### src/rtl/pipe_mac_acc.sv
// Four-stage pipelined multiply-add-accumulate: out_sum is the running per-frame sum of a*b+c.
// Frames are delimited by in_last; overflow either saturates or wraps and is flagged per frame.
module pipe_mac_acc #(
  parameter int unsigned W      = 4,
  parameter int unsigned ACC_W  = 12,
  parameter bit          SIGNED = 1'b0,
  parameter bit          SAT    = 1'b1
) (
  input  logic             clk,
  input  logic             rst,
  input  logic             in_valid,
  input  logic             in_last,
  input  logic [W-1:0]     i_a,
  input  logic [W-1:0]     i_b,
  input  logic [W-1:0]     i_c,
  output logic             out_valid,
  output logic             out_last,
  output logic [ACC_W-1:0] out_sum,
  output logic             out_ovf
);

  localparam int unsigned PW = 2 * W;
  localparam int unsigned TW = 2 * W + 1;

  if (ACC_W < TW) begin : g_acc_w_check
    $error("pipe_mac_acc: ACC_W must be at least 2*W+1");
  end

  // Stage registers
  logic [W-1:0]     a1_q, b1_q, c1_q, c2_q;
  logic             v1_q, l1_q, v2_q, l2_q, v3_q, l3_q;
  logic [PW-1:0]    mul2_q;
  logic [TW-1:0]    term3_q;
  logic [ACC_W-1:0] acc_q, acc_d;
  logic             first_q, first_d;
  logic             ovf_q, ovf_d;
  logic             vo_q, lo_q;

  // Combinational datapath
  logic [PW-1:0]    a_ext, b_ext, mul_d;
  logic [TW-1:0]    term_d;
  logic [ACC_W-1:0] term_ext;
  logic [ACC_W:0]   sum_w;
  logic             ovf_beat;

  always_comb begin
    a_ext  = {{W{SIGNED & a1_q[W-1]}}, a1_q};
    b_ext  = {{W{SIGNED & b1_q[W-1]}}, b1_q};
    // Low PW bits of the extended product are correct for both signed and unsigned math
    mul_d  = a_ext * b_ext;
    term_d = {SIGNED & mul2_q[PW-1], mul2_q} + {{(W + 1){SIGNED & c2_q[W-1]}}, c2_q};

    // Mask-based sign extension also covers ACC_W == TW
    term_ext = ACC_W'(term3_q);
    if (SIGNED && term3_q[TW-1]) begin
      term_ext = term_ext | ~(ACC_W'({TW{1'b1}}));
    end

    sum_w = {1'b0, acc_q} + {1'b0, term_ext};
    if (SIGNED) begin
      ovf_beat = (acc_q[ACC_W-1] == term_ext[ACC_W-1]) && (sum_w[ACC_W-1] != acc_q[ACC_W-1]);
    end else begin
      ovf_beat = sum_w[ACC_W];
    end

    acc_d   = acc_q;
    ovf_d   = ovf_q;
    first_d = first_q;
    if (v3_q) begin
      first_d = l3_q;
      if (first_q) begin
        // A single term cannot overflow the accumulator, so the flag restarts clear
        acc_d = term_ext;
        ovf_d = 1'b0;
      end else begin
        ovf_d = ovf_q | ovf_beat;
        if (ovf_beat && SAT) begin
          if (SIGNED) begin
            acc_d = acc_q[ACC_W-1] ? {1'b1, {(ACC_W - 1){1'b0}}} : {1'b0, {(ACC_W - 1){1'b1}}};
          end else begin
            acc_d = {ACC_W{1'b1}};
          end
        end else begin
          acc_d = sum_w[ACC_W-1:0];
        end
      end
    end
  end

  always_ff @(posedge clk) begin
    if (rst) begin
      a1_q    <= '0;
      b1_q    <= '0;
      c1_q    <= '0;
      v1_q    <= 1'b0;
      l1_q    <= 1'b0;
      mul2_q  <= '0;
      c2_q    <= '0;
      v2_q    <= 1'b0;
      l2_q    <= 1'b0;
      term3_q <= '0;
      v3_q    <= 1'b0;
      l3_q    <= 1'b0;
      acc_q   <= '0;
      first_q <= 1'b1;
      ovf_q   <= 1'b0;
      vo_q    <= 1'b0;
      lo_q    <= 1'b0;
    end else begin
      a1_q    <= i_a;
      b1_q    <= i_b;
      c1_q    <= i_c;
      v1_q    <= in_valid;
      l1_q    <= in_valid & in_last;
      mul2_q  <= mul_d;
      c2_q    <= c1_q;
      v2_q    <= v1_q;
      l2_q    <= l1_q;
      term3_q <= term_d;
      v3_q    <= v2_q;
      l3_q    <= l2_q;
      acc_q   <= acc_d;
      first_q <= first_d;
      ovf_q   <= ovf_d;
      vo_q    <= v3_q;
      lo_q    <= v3_q & l3_q;
    end
  end

  assign out_valid = vo_q;
  assign out_last  = lo_q;
  assign out_sum   = acc_q;
  assign out_ovf   = ovf_q;

endmodule

### config.mk
export PLATFORM = sky130hd
export DESIGN_NAME = pipe_mac_acc
export DESIGN_NICKNAME = d
export VERILOG_FILES = /design/src/rtl/pipe_mac_acc.sv
export SDC_FILE = /design/constraint.sdc
export NUM_CORES = 1
export LEC_CHECK = 0
export ABC_CLOCK_PERIOD_IN_PS = 8300
export BUFFER_PORTS_ARGS = -buffer_cell sky130_fd_sc_hd__buf_2
export CAP_MARGIN = 25
export CORE_MARGIN = 2
export CORE_UTILIZATION = 25
export DETAILED_ROUTE_END_ITERATION = 7
export PLACE_DENSITY = 0.47
export SLEW_MARGIN = 20
export SYNTH_ARGS = -nofsm -noshare
export SYNTH_HDL_FRONTEND = slang
export SYNTH_SLANG_ARGS = --single-unit
### constraint.sdc
create_clock -name clk -period 8.3 [get_ports clk]
set_input_delay 0.415 -clock clk [delete_from_list [all_inputs] [get_ports clk]]
set_output_delay 0.415 -clock clk [all_outputs]
set_load 0.02 [all_outputs]
# After elaboration in Yosys (flattened, before gate mapping)
# Index checks and enable logic that the tools add are counted.
# totals
output_inout_bits	15
memories	0
mem_bits_ro	0
reg_bits	55
in_bits	16
mem_bits_rw	0
wordCells	26
latch_bits	0
# classes
n_lt_le_gt_ge	0
n_eq_ne	0
muxes	3
bitwise	3
shifts	0
multipliers	1
reduce_logical	0
div	0
addsub	2
# op_table
cell	count
two-way mux 12 bit	2
adder 12 x 9 -> 13 bit	1
adder 8 x 4 -> 9 bit	1
multiplier 4 x 4 -> 8 bit	1
bitwise AND 1 bit	2
two-way mux 1 bit	1
OR 1 bit	1

# Depth between registers and ports, before layout
# logic_depth
depth_word	3
depth_mapped	10
ltp_nobuf	10

# Least setup slack after synthesis
# No wires, ideal clock.
# synth_path
path_kind	reg2reg
start	register a1_q[0]
end	register mul2_q[7]
arrival_time_ns	2.514
synth_period_minus_slack_ns	2.620
setup_time_ns	0.106
path_stages_with_launch	10
slack_ns	5.680
required_ns	8.194
cell_sequence	dfxtp_1 nand2_1 fa_1 inv_1 fa_1 ha_1 a21o_1 a21oi_1 o21bai_1 o311ai_0
# synth_via
elab_chain_len	1
# synth_lines
item	line	rtl
from (decl)	30	logic [W-1:0] a1_q, b1_q, c1_q, c2_q;
from (signal assigned)	110	a1_q <= i_a;
multiplier 4 x 4 -> 8 bit	50	mul_d = a_ext * b_ext;
to (signal assigned)	115	mul2_q <= mul_d;
to (decl)	32	logic [PW-1:0] mul2_q;
# No other way between the ends.
# A chain may end at the register's enable or synchronous reset.

# Final worst setup path
# Ends and elaborated chain as after synthesis.

==> impl_results.md <==
- Row count: 38
- Full die area: 12130 µm²
- Hold buffer count at CTS: 0
- Xor and xnor area share after synthesis: 3.111%
- Post-synth ARST share: 0%
- Post-DR wirelength/cell: 12.55 µm
- Unrepaired setup endpoints after global routing: false
- Pleak: 1.439 nW
- Period Utilization, post-route: 33.89%
- # DRC: 0
- Post-route cell area: 3229 µm²
- Simple-gate area share of the yosys netlist: 21.82%
- Final WL: 5.925 mm
- Final Power: 0.0005231 W
- CTS max path bufs: 2
- Status: complete, no violations
- Final net count: 378
- Area delta synth->final: 14.71%
- Worst Path Arrival: 2.99 ns
- Post-synthesis cell type count: 42
- P per Cell Area: 162.0 nW/µm²
- Peak supply drop: 0.07752 mV
- Leading area contributor after synthesis: dfxtp_1
- Post-cts resize count: 0
- Syn nets: 355
- Endpoints failing hold: 0
- Final setup viols: 0
- Yosys top cell area share: 39.11%
- Largest cells by area after synthesis: dfxtp_1 (39%), ha_1 (11%), nor2b_1 (6.4%)
- Ant diodes: 0
- Period minus WS final: 2.813 ns
- Crit end category: register
- Worst R2R Start: a1_q[0]
- Ys Warns: 0
- Port Buf Inserts: 30
- Max_slew headroom: 49.18%
- Post-synth EDFFs: 0
- Slew at the pin with the worst max-slew slack: 0.7623 ns
- #FFs+latches synth: 55
- First-pass GRT wire length: 9.798 mm
- Mapped cell area: 2815 µm²
- Area fraction in compound gates after synthesis: 16.00%
- Largest net degree at the start of global routing: 45
- Initial core utilization: 25.74%
- Die H: 110.1 µm
- DR vias: 2131
- Mapped Cells: 308
- Vias per cell: 4.515
- Vias in the first global route: 2080
- Main combinational cell family by area after synthesis: simple AND/OR/NAND/NOR gates
- Initial antenna violation count: 0
- Routed Antenna Nets: 0
- Post-CTS Setup Repair Bufs: 0
- Clk_skew: 0.006092 ns
- Fmax: 355.5 MHz
- Clock latency on the worst-skew pair: 0.29 ns
- Hold worst-path end: l1_q
- TNS Setup: 0 ns
- Dpl hpwl: 4.403 mm
- CP required: 8.48 ns
- Syn_area_per_cell: 9.140 µm²
- Post-synthesis sequential area ratio: 39.11%
- Setup CP Type: reg2reg
- Min-Delay Path Class: in2reg
- Slew Limit Fails: 0
- Synth top cells by count: dfxtp_1 (55), nor2b_1 (29), ha_1 (25), nand2_1 (21), nor2_1 (19)
- Placed Instances: 464
- Root Driver: clkbuf_16
- Synth Flop Type: dfxtp_1
- H-tree Lvls: 2
- Worst-path clk slew: 0.07 ns
- DR iter-0 viols: 89
- Total CTS buffers: 5
- Min-delay src: in_last
- Grt ovf: 0
- CTS tree: done
- Gpl congestion: 0.8656
- Hold depth: 2
- Gr usage total: 10.38%
- Final Non-Filler Cells: 472
- Worst Path Max Fanout: 4
- DP Area: 3084 µm²
- Core area: 10940 µm²
- Max-Cap Viols: 0
- R2R Setup Slk: 5.49 ns
- R2R Path End: mul2_q[7]
- Io pins: 31
- CTS Sinks: 55
- Drt pass-1 iters: 4
- R2r worst-path depth: 9
- Multiplexer share of the synthesized area: 0.7111%
- Post-synthesis adder-cell area fraction: 15.38%
- Startpoint Class: register
- Chip Width: 110.1 µm
- Count leader, synth: dfxtp_1
- Layout cell share with drive strength beyond 1: 11.75%
==> metal layers <==
| layer | global-route usage (%) | vias up | share of wire (%) |
|---|---|---|---|
| met5 | 0 | - | 0 |
| met4 | 2.411 | 0 | 0.64 |
| met3 | 2.704 | 2 | 3.9 |
| met2 | 17.97 | 41 | 48 |
| met1 | 12.88 | 975 | 48 |
| li1 | - | 1113 | - |
==> through the flow <==
step	worst slack [ns]	utilization (%)	hold WS, ns
final	5.487	29.53	0.3254
after floorplan	5.680	-	0.4138
after detailed placement	5.469	28.20	0.4227
after global routing	5.247	29.53	0.3209
after global placement	5.563	28.20	0.4169
after CTS	5.449	29.53	0.3221
==> critical path: stages, from the launching register on <==
cell,delay (ns)
dfxtp_1,0.36
nand2_1,0.10
fa_1,0.55
inv_1,0.06
fa_1,0.52
ha_1,0.31
a21o_1,0.17
a21oi_1,0.22
o21bai_1,0.10
o311ai_0,0.31
==> worst max path at each step <==
stage | startpoint | to
2_1_floorplan | a1_q[0] | mul2_q[7]
3_3_place_gp | a1_q[0] | mul2_q[7]
3_5_place_dp | a1_q[0] | mul2_q[7]
4_1_cts | a1_q[0] | mul2_q[7]
5_1_grt | a1_q[0] | mul2_q[7]
6_report | a1_q[0] | mul2_q[7]
==> kinds of logic after synthesis <==
group	Yosys count
buffers and inverters	28
DFF	55
muxes	2
AOI/OAI and AO/OA	67
and+or+nand+nor	115
xor gates and xnor gates	10
adders and majority gates	31
==> power breakdown <==
part / internal [W] / switching (W)
combinational: 0.0000170 / 0.0000207
clock: 0.000111 / 0.0000949
sequential: 0.000273 / 0.00000630
total: 0.000401 / 0.000122
==> placed cells by master (no fill, tap or decap), types with 8 or more instances in the layout <==
cell type / netlist / final
dfxtp_1: 55 / 55
buf_2: 3 / 30
nor2b_1: 29 / 29
ha_1: 25 / 25
nand2_1: 21 / 21
nor2_1: 19 / 19
and2_1: 17 / 17
a21oi_1: 17 / 17
inv_1: 14 / 14
a31oi_1: 8 / 8
xnor2_1: 8 / 8
==> sequential cells by signal, indices dropped and copies added, names as in the netlist, 4 cells and up <==
register,cells
out_sum,12
term3_q,9
mul2_q,8
a1_q,4
b1_q,4
c1_q,4
c2_q,4
==> cell type report <==
type / instances / area, µm²
Fill cell: 1186 / 7706
Multi-Input combinational cell: 225 / 1605
Sequential cell: 55 / 1101
Tap cell: 140 / 175.2
Timing Repair Buffer: 30 / 150.1
Clock buffer: 5 / 125.1
Inverter: 14 / 52.55
Clock inverter: 3 / 20.02
(Power assumes the default switching activity.)
